File: src/rtl/mmio_pkg.sv
// Shared types and constants for the MMIO serial transmit port.
// Status bit positions and default bus addresses live here.
package mmio_pkg;

  typedef enum logic [2:0] {
    IDLE   = 3'd0,
    START  = 3'd1,
    DATA   = 3'd2,
    PARITY = 3'd3,
    STOP   = 3'd4
  } tx_state_t;

  localparam int ST_FULL  = 0;
  localparam int ST_EMPTY = 1;
  localparam int ST_BUSY  = 2;
  localparam int ST_OVF   = 3;
  localparam int ST_PAR   = 4;

  localparam logic [7:0] TX_ADDR_DEF     = 8'hFF;
  localparam logic [7:0] STATUS_ADDR_DEF = 8'hFE;

endpackage

File: src/rtl/mmio_tx_port_fifo.sv
// Circular-pointer FIFO buffering CPU stores ahead of the serializer.
// A push into a full FIFO is accepted only when a pop happens the same cycle.
module sync_fifo #(
  parameter int DWIDTH = 8,
  parameter int DEPTH  = 4
) (
  input  logic                       clk,
  input  logic                       reset,
  input  logic                       push,
  input  logic                       pop,
  input  logic [DWIDTH-1:0]          din,
  output logic [DWIDTH-1:0]          dout,
  output logic                       full,
  output logic                       empty,
  output logic [$clog2(DEPTH):0]     count
);

  localparam int PW = $clog2(DEPTH);
  localparam int CW = PW + 1;

  logic [DWIDTH-1:0] mem_q [DEPTH];
  logic [DWIDTH-1:0] mem_d [DEPTH];
  logic [PW-1:0]     wr_q, wr_d;
  logic [PW-1:0]     rd_q, rd_d;
  logic [CW-1:0]     cnt_q, cnt_d;
  logic              push_ok, pop_ok;

  assign full    = (cnt_q == CW'(DEPTH));
  assign empty   = (cnt_q == '0);
  assign count   = cnt_q;
  assign dout    = mem_q[rd_q];
  assign pop_ok  = pop && !empty;
  assign push_ok = push && (!full || pop_ok);

  // Next pointers, storage and occupancy
  always_comb begin
    mem_d = mem_q;
    wr_d  = wr_q;
    rd_d  = rd_q;
    cnt_d = cnt_q;
    if (push_ok) begin
      mem_d[wr_q] = din;
      wr_d        = wr_q + PW'(1);
    end
    if (pop_ok) begin
      rd_d = rd_q + PW'(1);
    end
    unique case ({push_ok, pop_ok})
      2'b10:   cnt_d = cnt_q + CW'(1);
      2'b01:   cnt_d = cnt_q - CW'(1);
      default: cnt_d = cnt_q;
    endcase
  end

  // Pointer and count registers
  always_ff @(posedge clk) begin
    if (reset) begin
      wr_q  <= '0;
      rd_q  <= '0;
      cnt_q <= '0;
    end else begin
      wr_q  <= wr_d;
      rd_q  <= rd_d;
      cnt_q <= cnt_d;
    end
  end

  // Storage needs no reset; pointers gate what is visible
  always_ff @(posedge clk) begin
    mem_q <= mem_d;
  end

endmodule

File: src/rtl/mmio_tx_port.sv
// Memory-mapped UART-style transmitter on the CPU store bus.
// Define MMIO_TX_PARITY_EN to add an even-parity bit after the data bits.
module mmio_tx_port
  import mmio_pkg::*;
#(
  parameter int                DWIDTH       = 8,
  parameter int                DEPTH        = 4,
  parameter logic [DWIDTH-1:0] TX_ADDR      = DWIDTH'(TX_ADDR_DEF),
  parameter logic [DWIDTH-1:0] STATUS_ADDR  = DWIDTH'(STATUS_ADDR_DEF),
  parameter int                CLKS_PER_BIT = 4
) (
  input  logic              clk,
  input  logic              reset,
  input  logic              memwrite,
  input  logic [DWIDTH-1:0] dataadr,
  input  logic [DWIDTH-1:0] writedata,
  output logic [DWIDTH-1:0] readdata,
  output logic              tx,
  output logic              tx_busy,
  output logic              overflow
);

  localparam int CW  = (CLKS_PER_BIT > 1) ? $clog2(CLKS_PER_BIT) : 1;
  localparam int BW  = (DWIDTH > 1) ? $clog2(DWIDTH) : 1;
  localparam int FCW = $clog2(DEPTH) + 1;
  localparam logic [CW-1:0] CNT_MAX = CW'(CLKS_PER_BIT - 1);
  localparam logic [BW-1:0] BIT_MAX = BW'(DWIDTH - 1);

  tx_state_t         state_q, state_d;
  logic [CW-1:0]     cnt_q, cnt_d;
  logic [BW-1:0]     bit_q, bit_d;
  logic [DWIDTH-1:0] shift_q, shift_d;
  logic              tx_q, tx_d;
  logic              busy_q, busy_d;
  logic              ovf_q, ovf_d;
`ifdef MMIO_TX_PARITY_EN
  logic              par_q, par_d;
`endif

  logic              push_req, clr_req, pop, drop;
  logic [DWIDTH-1:0] fifo_dout;
  logic              fifo_full, fifo_empty;
  logic [FCW-1:0]    fifo_cnt;

  assign push_req = memwrite && (dataadr == TX_ADDR);
  assign clr_req  = memwrite && (dataadr == STATUS_ADDR);
  // count is used here so a same-cycle pop rescues a store
  assign drop     = push_req && (fifo_cnt == FCW'(DEPTH)) && !pop;

  sync_fifo #(
    .DWIDTH (DWIDTH),
    .DEPTH  (DEPTH)
  ) u_fifo (
    .clk   (clk),
    .reset (reset),
    .push  (push_req),
    .pop   (pop),
    .din   (writedata),
    .dout  (fifo_dout),
    .full  (fifo_full),
    .empty (fifo_empty),
    .count (fifo_cnt)
  );

  // Serializer next state, with tx derived from the state being entered
  always_comb begin
    state_d = state_q;
    cnt_d   = cnt_q;
    bit_d   = bit_q;
    shift_d = shift_q;
    pop     = 1'b0;
`ifdef MMIO_TX_PARITY_EN
    par_d   = par_q;
`endif
    unique case (state_q)
      IDLE: begin
        if (!fifo_empty) begin
          pop     = 1'b1;
          shift_d = fifo_dout;
`ifdef MMIO_TX_PARITY_EN
          par_d   = ^fifo_dout;
`endif
          cnt_d   = '0;
          state_d = START;
        end
      end
      START: begin
        if (cnt_q == CNT_MAX) begin
          cnt_d   = '0;
          bit_d   = '0;
          state_d = DATA;
        end else begin
          cnt_d = cnt_q + CW'(1);
        end
      end
      DATA: begin
        if (cnt_q == CNT_MAX) begin
          cnt_d = '0;
          if (bit_q == BIT_MAX) begin
`ifdef MMIO_TX_PARITY_EN
            state_d = PARITY;
`else
            state_d = STOP;
`endif
          end else begin
            bit_d   = bit_q + BW'(1);
            shift_d = shift_q >> 1;
          end
        end else begin
          cnt_d = cnt_q + CW'(1);
        end
      end
      PARITY: begin
        if (cnt_q == CNT_MAX) begin
          cnt_d   = '0;
          state_d = STOP;
        end else begin
          cnt_d = cnt_q + CW'(1);
        end
      end
      STOP: begin
        if (cnt_q == CNT_MAX) begin
          cnt_d   = '0;
          state_d = IDLE;
        end else begin
          cnt_d = cnt_q + CW'(1);
        end
      end
      default: begin
        cnt_d   = '0;
        state_d = IDLE;
      end
    endcase

    tx_d = 1'b1;
    unique case (state_d)
      START:   tx_d = 1'b0;
      DATA:    tx_d = shift_d[0];
`ifdef MMIO_TX_PARITY_EN
      PARITY:  tx_d = par_d;
`endif
      default: tx_d = 1'b1;
    endcase
    busy_d = (state_d != IDLE);

    ovf_d = ovf_q;
    if (drop) begin
      ovf_d = 1'b1;
    end else if (clr_req) begin
      ovf_d = 1'b0;
    end
  end

  // State, counters, shifter and registered outputs
  always_ff @(posedge clk) begin
    if (reset) begin
      state_q <= IDLE;
      cnt_q   <= '0;
      bit_q   <= '0;
      shift_q <= '0;
      tx_q    <= 1'b1;
      busy_q  <= 1'b0;
      ovf_q   <= 1'b0;
`ifdef MMIO_TX_PARITY_EN
      par_q   <= 1'b0;
`endif
    end else begin
      state_q <= state_d;
      cnt_q   <= cnt_d;
      bit_q   <= bit_d;
      shift_q <= shift_d;
      tx_q    <= tx_d;
      busy_q  <= busy_d;
      ovf_q   <= ovf_d;
`ifdef MMIO_TX_PARITY_EN
      par_q   <= par_d;
`endif
    end
  end

  // Status read port, zero outside the status address
  always_comb begin
    readdata = '0;
    if (dataadr == STATUS_ADDR) begin
      readdata[ST_FULL]  = fifo_full;
      readdata[ST_EMPTY] = fifo_empty;
      readdata[ST_BUSY]  = busy_q;
      readdata[ST_OVF]   = ovf_q;
`ifdef MMIO_TX_PARITY_EN
      readdata[ST_PAR]   = 1'b1;
`endif
    end
  end

  assign tx       = tx_q;
  assign tx_busy  = busy_q;
  assign overflow = ovf_q;

endmodule
File: config.mk
export PLATFORM = sky130hd
export DESIGN_NAME = mmio_tx_port
export DESIGN_NICKNAME = d
export VERILOG_FILES = /design/src/rtl/mmio_pkg.sv /design/src/rtl/mmio_tx_port_fifo.sv /design/src/rtl/mmio_tx_port.sv
export SDC_FILE = /design/constraint.sdc
export NUM_CORES = 1
export LEC_CHECK = 0
export ABC_AREA = 1
export CORE_AREA = 2 2 74 76
export DETAILED_ROUTE_END_ITERATION = 12
export DIE_AREA = 0 0 76 78
export GPL_TIMING_DRIVEN = 0
export HOLD_SLACK_MARGIN = 0.03
export PLACE_DENSITY = 0.75
export SKIP_LAST_GASP = 1
export SYNTH_ARGS = -nofsm -noshare
export SYNTH_HDL_FRONTEND = slang
export SYNTH_HIERARCHICAL = 1
export SYNTH_SLANG_ARGS = --single-unit
File: constraint.sdc
create_clock -name clk -period 2.5 [get_ports clk]
set_input_delay 0.625 -clock clk [delete_from_list [all_inputs] [get_ports clk]]
set_output_delay 0.625 -clock clk [all_outputs]
set_load 0.005 [all_outputs]
==> results of run 1 <==
flip-flops by register name (all words and copies together) (netlist names):
signal	cells
bit_q	3
overflow	1
u_fifo/mem_q	32
u_fifo/rd_q	2
shift_q	8
tx_busy	1
cnt_q	2
state_q	3
u_fifo/count	3
u_fifo/wr_q	2
tx	1
through the flow:
step / power, mW / std cells
after floorplan: 1.05 / 298
after global placement: 1.08 / 393
after detailed placement: 1.08 / 393
after CTS: 1.99 / 409
after global routing: 2.04 / 410
final: 1.98 / 410
power breakdown:
group / total (mW) / switching [mW] / internal, mW
sequential: 1.01 / 0.000744 / 1.00
clock: 0.918 / 0.364 / 0.554
combinational: 0.0594 / 0.0256 / 0.0338
total: 1.98 / 0.390 / 1.59
per-layer routing:
layer,part of all wire [%],up-vias,track usage [%]
li1,-,1067,-
met1,46,988,24.3
met2,48,54,31.8
met3,5.5,2,4.42
met4,0.35,0,10.2
met5,0,-,0
Yosys cell counts (all sizes together):
| library cell | n | area share (%) |
|---|---|---|
| buf | 11 | 2.9 |
| or2 | 1 | 0.24 |
| conb | 1 | 0.14 |
| nor2 | 50 | 7.2 |
| clkinv | 1 | 0.14 |
| o22ai | 8 | 1.9 |
| nor3 | 2 | 0.38 |
| o21ai | 23 | 4.3 |
| ha | 8 | 3.8 |
| a31oi | 1 | 0.24 |
| edfxtp | 32 | 36 |
| a211oi | 1 | 0.47 |
| nand3 | 23 | 4.9 |
| nor3b | 1 | 0.28 |
| fa | 1 | 0.75 |
| inv | 29 | 4.1 |
| a21oi | 27 | 5.2 |
| nand2 | 45 | 6.5 |
| clkbuf | 1 | 0.19 |
| dfxtp | 26 | 20 |
| nand4 | 3 | 0.70 |
layout by cell type (no fill, tap or decap), types with 2 or more instances in the layout:
cell,instances
dfxtp_1,26
buf_4,8
nand4_1,3
nor3_1,2
clkinv_2,2
nand3_1,20
o21ai_0,23
ha_1,8
nand2_1,40
edfxtp_1,32
clkbuf_8,9
inv_2,4
inv_1,25
clkbuf_2,2
bufinv_16,2
a21oi_1,26
clkdlybuf4s50_1,20
nor2_1,42
conb_1,4
nand3_2,3
nor2_2,8
o22ai_1,8
buf_2,5
nand2_2,4
layout make-up:
type                       instances  area (um2)
inverter                          30         118
tap                               70        87.6
fill                             438        1800
buffer                            12        82.6
clock inverter                     6        81.3
timing repair buffer              26         240
multi-input combinational        198        1030
clock buffer                      10         128
sequential                        58        1480
critical path, cell delays in order:
cell and delay [ps]:
clkdlybuf4s50_1 460, nand2_1 60, nor2_2 140, nand2_2 70, or2_4 260, nor2_1 120, clkbuf_2 130
repair_timing:
| item | in CTS | in global routing |
|---|---|---|
| setup endpoints to repair | 38 | 38 |
| pin swaps | 3 | 4 |
| resized for setup | 18 | 12 |
| cloned | 0 | 0 |
| buffers inserted | 0 | 1 |
worst max path at each step:
stage                             to  slack (ps)  cells past startpoint
floorplan            u_fifo/count[2]         170                     18
global placement    u_fifo/mem_q[22]        -400                      7
detailed placement   u_fifo/mem_q[5]        -470                      7
CTS                  u_fifo/mem_q[6]         -60                      7
global route         u_fifo/count[2]        -140                     18
finish                   readdata[1]           4                      7
kinds of logic after synthesis:
family,synth area share (%)
simple gates,20.3
buf+inv,7.33
compound gates,12.1
fa+ha+maj,4.51
other cells,0.141
flops,55.6
==> reports/summary.txt, run 1 <==
Synth warnings -> 6
worst flop-to-flop path startpoint -> u_fifo/count[0]
Final Util -> 64.4%
FF-to-FF End -> u_fifo/count[2]
Yosys reg bits -> 58
first-pass GRT wire length -> 9150 um
routability cong. -> 0.802
share of layout cells above drive strength 1 -> 15.9%
Avg Inst Size Synth -> 9.03 um2
iteration count of the initial detailed-routing pass -> 5
Hold WS -> 467 ps
Hold EP -> cnt_q[1]
Routed Wire Length -> 5460 um
fin crit share -> 99.8%
IO buf count -> 25
Hold WC Path Type -> reg2reg
DPL Wire Length -> 3610 um
Clock Tree Buf Depth -> 2
r2r setup slk -> 70 ps
Post-Syn Area -> 2660 um2
Fin Setup TNS -> 0 ps
min Tclk post-route -> 2500 ps
Die Area -> 5930 um2
# clock sinks -> 58
Hold Violations, Final -> 0
pin count of the biggest net entering global routing -> 11
global route overflow -> 0
Root Buffer -> clkbuf_8
skew final -> 5.69 ps
synth unique cells -> 29
final instance area -> 3250 um2
CP required -> 1880 ps
final setup violating endpoints -> 0
number of global-route vias before repair -> 2041
initial DRC count -> 132
initial antenna violation count -> 0
Worst Path Max Fanout -> 4
max-slew violations -> 0
P_leak -> 1.23 nW
clock slew at reported path FFs -> 70 ps
Placement Cell Area -> 3010 um2
detailed-route via count -> 2111
Worst Tran Pin Value -> 836 ps
FP Rows -> 26
DRC viols -> 0
slew margin rel. -> 44.1%
layout net count -> 363
Max-cap violations -> 0
hold wc startpoint -> cnt_q[1]
TritonCTS buffer count -> 9
Vias/cell -> 5.15
GRT Total Usage -> 19.5%
worst setup path start -> dataadr[5]
RSZ-0062 raised after global routing -> yes
core area -> 5040 um2
worst setup margin -> 3.91 ps
Critical Path AT -> 1870 ps
H-tree levels -> 3
FF-to-FF path depth -> 18
ANT nets after route -> 0
post-synthesis sequential area ratio -> 55.6%
Ports -> 30
Post-CTS Hold Fix Bufs -> 0
Antenna Cells -> 0
WL/cell -> 13.3 um
TritonCTS clock tree -> yes
Max Clk Rate -> 401 MHz
PwrDens -> 611 nW/um2
area grow syn2layout -> 21.9%
crit end category -> output pin
WHS Path Cells -> 2
Initial Util -> 52.8%
Place WS -> -474 ps
status -> finished clean
class of the most critical setup path -> in2out
Die Width -> 76 um
VDD IR-drop max -> 0.000576 V
CP Launch Type -> input pin
Die Height -> 78 um
Cells after Synth -> 295
Clk Latency, worst-skew pair -> 330 ps
No activity file was read; power rests on OpenSTA's default activity.
==> run 2, diff against run 1 <==
- CORE_AREA: 2 2 74 76 -> 2 2 96 98
- DIE_AREA: 0 0 76 78 -> 0 0 98 100
- PLACE_DENSITY: 0.75 -> default
==> reports/summary.txt, run 2 (synthesized netlist as in run 1, its figures left out) <==
max reg flops -> 32 (unchanged)
fin crit share -> 97.5% (was 99.8%)
Tot Pwr -> 2.13 mW (was 1.98 mW)
Clk Latency, worst-skew pair -> 340 ps (was 330 ps)
VDD IR-drop max -> 0.000344 V (was 0.000576 V)
Largest regs -> u_fifo/mem_q: 32 flops, shift_q: 8 flops (unchanged)
number of cells after detailed placement -> 434 (was 393)
max-slew violations -> 0 (unchanged)
Worst Path Max Fanout -> 4 (unchanged)
Ports -> 30 (unchanged)
class of the most critical setup path -> in2out (unchanged)
ANT nets after route -> 0 (unchanged)
iteration count of the initial detailed-routing pass -> 4 (was 5)
Hold WS -> 480 ps (was 467 ps)
Routed Wire Length -> 5430 um (was 5460 um)
initial DRC count -> 78 (was 132)
Largest Register -> u_fifo/mem_q (unchanged)
Clock Tree Buf Depth -> 2 (unchanged)
DRC viols -> 0 (unchanged)
skew final -> 6.99 ps (was 5.69 ps)
first-pass GRT wire length -> 8870 um (was 9150 um)
Max-cap violations -> 0 (unchanged)
Max Clk Rate -> 410 MHz (was 401 MHz)
PwrDens -> 635 nW/um2 (was 611 nW/um2)
global route overflow -> 0 (unchanged)
area grow syn2layout -> 26.1% (was 21.9%)
core area -> 8890 um2 (was 5040 um2)
share of layout cells above drive strength 1 -> 16.5% (was 15.9%)
number of global-route vias before repair -> 2049 (was 2041)
Die Height -> 100 um (was 78 um)
TritonCTS clock tree -> yes (unchanged)
TritonCTS buffer count -> 9 (unchanged)
GRT Total Usage -> 11.5% (was 19.5%)
H-tree levels -> 3 (unchanged)
kind of cell adding the most delay to the critical path -> simple AND/OR/NAND/NOR gates (unchanged)
worst-path cell chain -> clkdlybuf4s50_1 > nand2_1 > nor2_2 > nand2_1 > or2_4 > nor2_4 > clkbuf_2 (was clkdlybuf4s50_1 > nand2_1 > nor2_2 > nand2_2 > or2_4 > nor2_1 > clkbuf_2)
FP Rows -> 35 (was 26)
Critical Path AT -> 1810 ps (was 1870 ps)
pin count of the biggest net entering global routing -> 13 (was 11)
status -> finished clean (unchanged)
initial antenna violation count -> 0 (unchanged)
Fin Setup TNS -> 0 ps (unchanged)
Hold WC Path Type -> reg2reg (unchanged)
layout net count -> 363 (unchanged)
crit-path max cell delay -> 450 ps (was 460 ps)
Hold Violations, Final -> 0 (unchanged)
CP required -> 1880 ps (about the same)
final instance area -> 3360 um2 (was 3250 um2)
final setup violating endpoints -> 0 (unchanged)
most used cell, CP -> nand2_1
clock slew at reported path FFs -> 70 ps (about the same)
worst setup margin -> 61.9 ps (was 3.91 ps)
fill count -> 885 (was 438)
met1 Use GR -> 12.9% (was 24.3%)
Place WS -> -487 ps (was -474 ps)
RSZ-0062 raised after global routing -> yes (unchanged)
# clock sinks -> 58 (unchanged)
most frequent cells in the layout -> 42 x nand2_1, 42 x nor2_1, 32 x edfxtp_1 (was 42 x nor2_1, 40 x nand2_1, 32 x edfxtp_1)
Final Util -> 37.8% (was 64.4%)
Placement Cell Area -> 3060 um2 (was 3010 um2)
Buf/Inv on CP -> 2 (unchanged)
Die Width -> 98 um (was 76 um)
Vias/cell -> 4.59 (was 5.15)
min Tclk post-route -> 2440 ps (was 2500 ps)
WL/cell -> 12.0 um (was 13.3 um)
crit end category -> output pin (unchanged)
CP max stage cell -> clkdlybuf4s50_1 (unchanged)
Non-Filler Instances -> 451 (was 410)
DPL Wire Length -> 3730 um (was 3610 um)
Antenna Cells -> 0 (unchanged)
GR peak layer -> met2 (unchanged)
Root Buffer -> clkbuf_8 (unchanged)
IO buf count -> 25 (unchanged)
P_leak -> 1.29 nW (was 1.23 nW)
CP Launch Type -> input pin (unchanged)
detailed-route via count -> 2071 (was 2111)
Worst Tran Pin Value -> 803 ps (was 836 ps)
GR Util met3 -> 3.13% (was 4.42%)
met2 Use GR -> 19.7% (was 31.8%)
slew margin rel. -> 46.2% (was 44.1%)
routability cong. -> 0.770 (was 0.802)
Die Area -> 9800 um2 (was 5930 um2)
Initial Util -> 30.0% (was 52.8%)
run 2: cell type report:
type,instances,area [um2],area share [%]
multi-input cells,198,1030,30.8
plain buffers,12,82.6,2.46
repair buffers,26,250,7.45
clock inverters,7,125,3.73
clock buffers,9,124,3.69
inverters,30,118,3.50
flip-flops and latches,58,1480,44.2
well taps,111,139,4.14
run 2: worst paths after layout:
| kind | end | slack, ps | startpoint | cells after the start |
|---|---|---|---|---|
| worst min register to register | cnt_q[1] | 480 | cnt_q[1] | 2 |
| worst max register to register | u_fifo/count[2] | 140 | u_fifo/count[1] | 18 |
| worst max-delay path | readdata[2] | 60 | dataadr[6] | 7 |
| worst min-delay path | cnt_q[1] | 480 | cnt_q[1] | 2 |
run 2: layer usage:
layer  routed length (um)  vias up
met5                    0        -
met4                  138        0
met3                  166       14
met2                 2730       33
met1                 2400      952
li1                     -     1072
run 2: tightest hold or removal path, delay by kind of cell, from the launching register on:
family           cells  cell delay [ps]
AND/OR/NAND/NOR      1               70
AO/OA/AOI/OAI        1               50
flip-flops           1              320
run 2: power breakdown:
group          internal [mW]  leakage (nW)  switching (mW)
registers               1.00         0.498        0.000726
logic                 0.0323         0.666          0.0241
clock network          0.672         0.124           0.397
total                   1.71          1.29           0.422
run 2: what timing repair did:
action / 4_1_cts / 5_1_grt
setup endpoints to repair: 38 / 21
gates resized for setup: 20 / 16
hold buffers: 0 / 0
pin swaps: 2 / 9
gates cloned: 0 / 0
buffers inserted: 0 / 1
==> run 3, diff against run 2 <==
- CTS_BUF_LIST: default -> sky130_fd_sc_hd__clkbuf_8
==> results of run 3 <==
No change in the layout: final DEF, timing and power equal those of run 2.
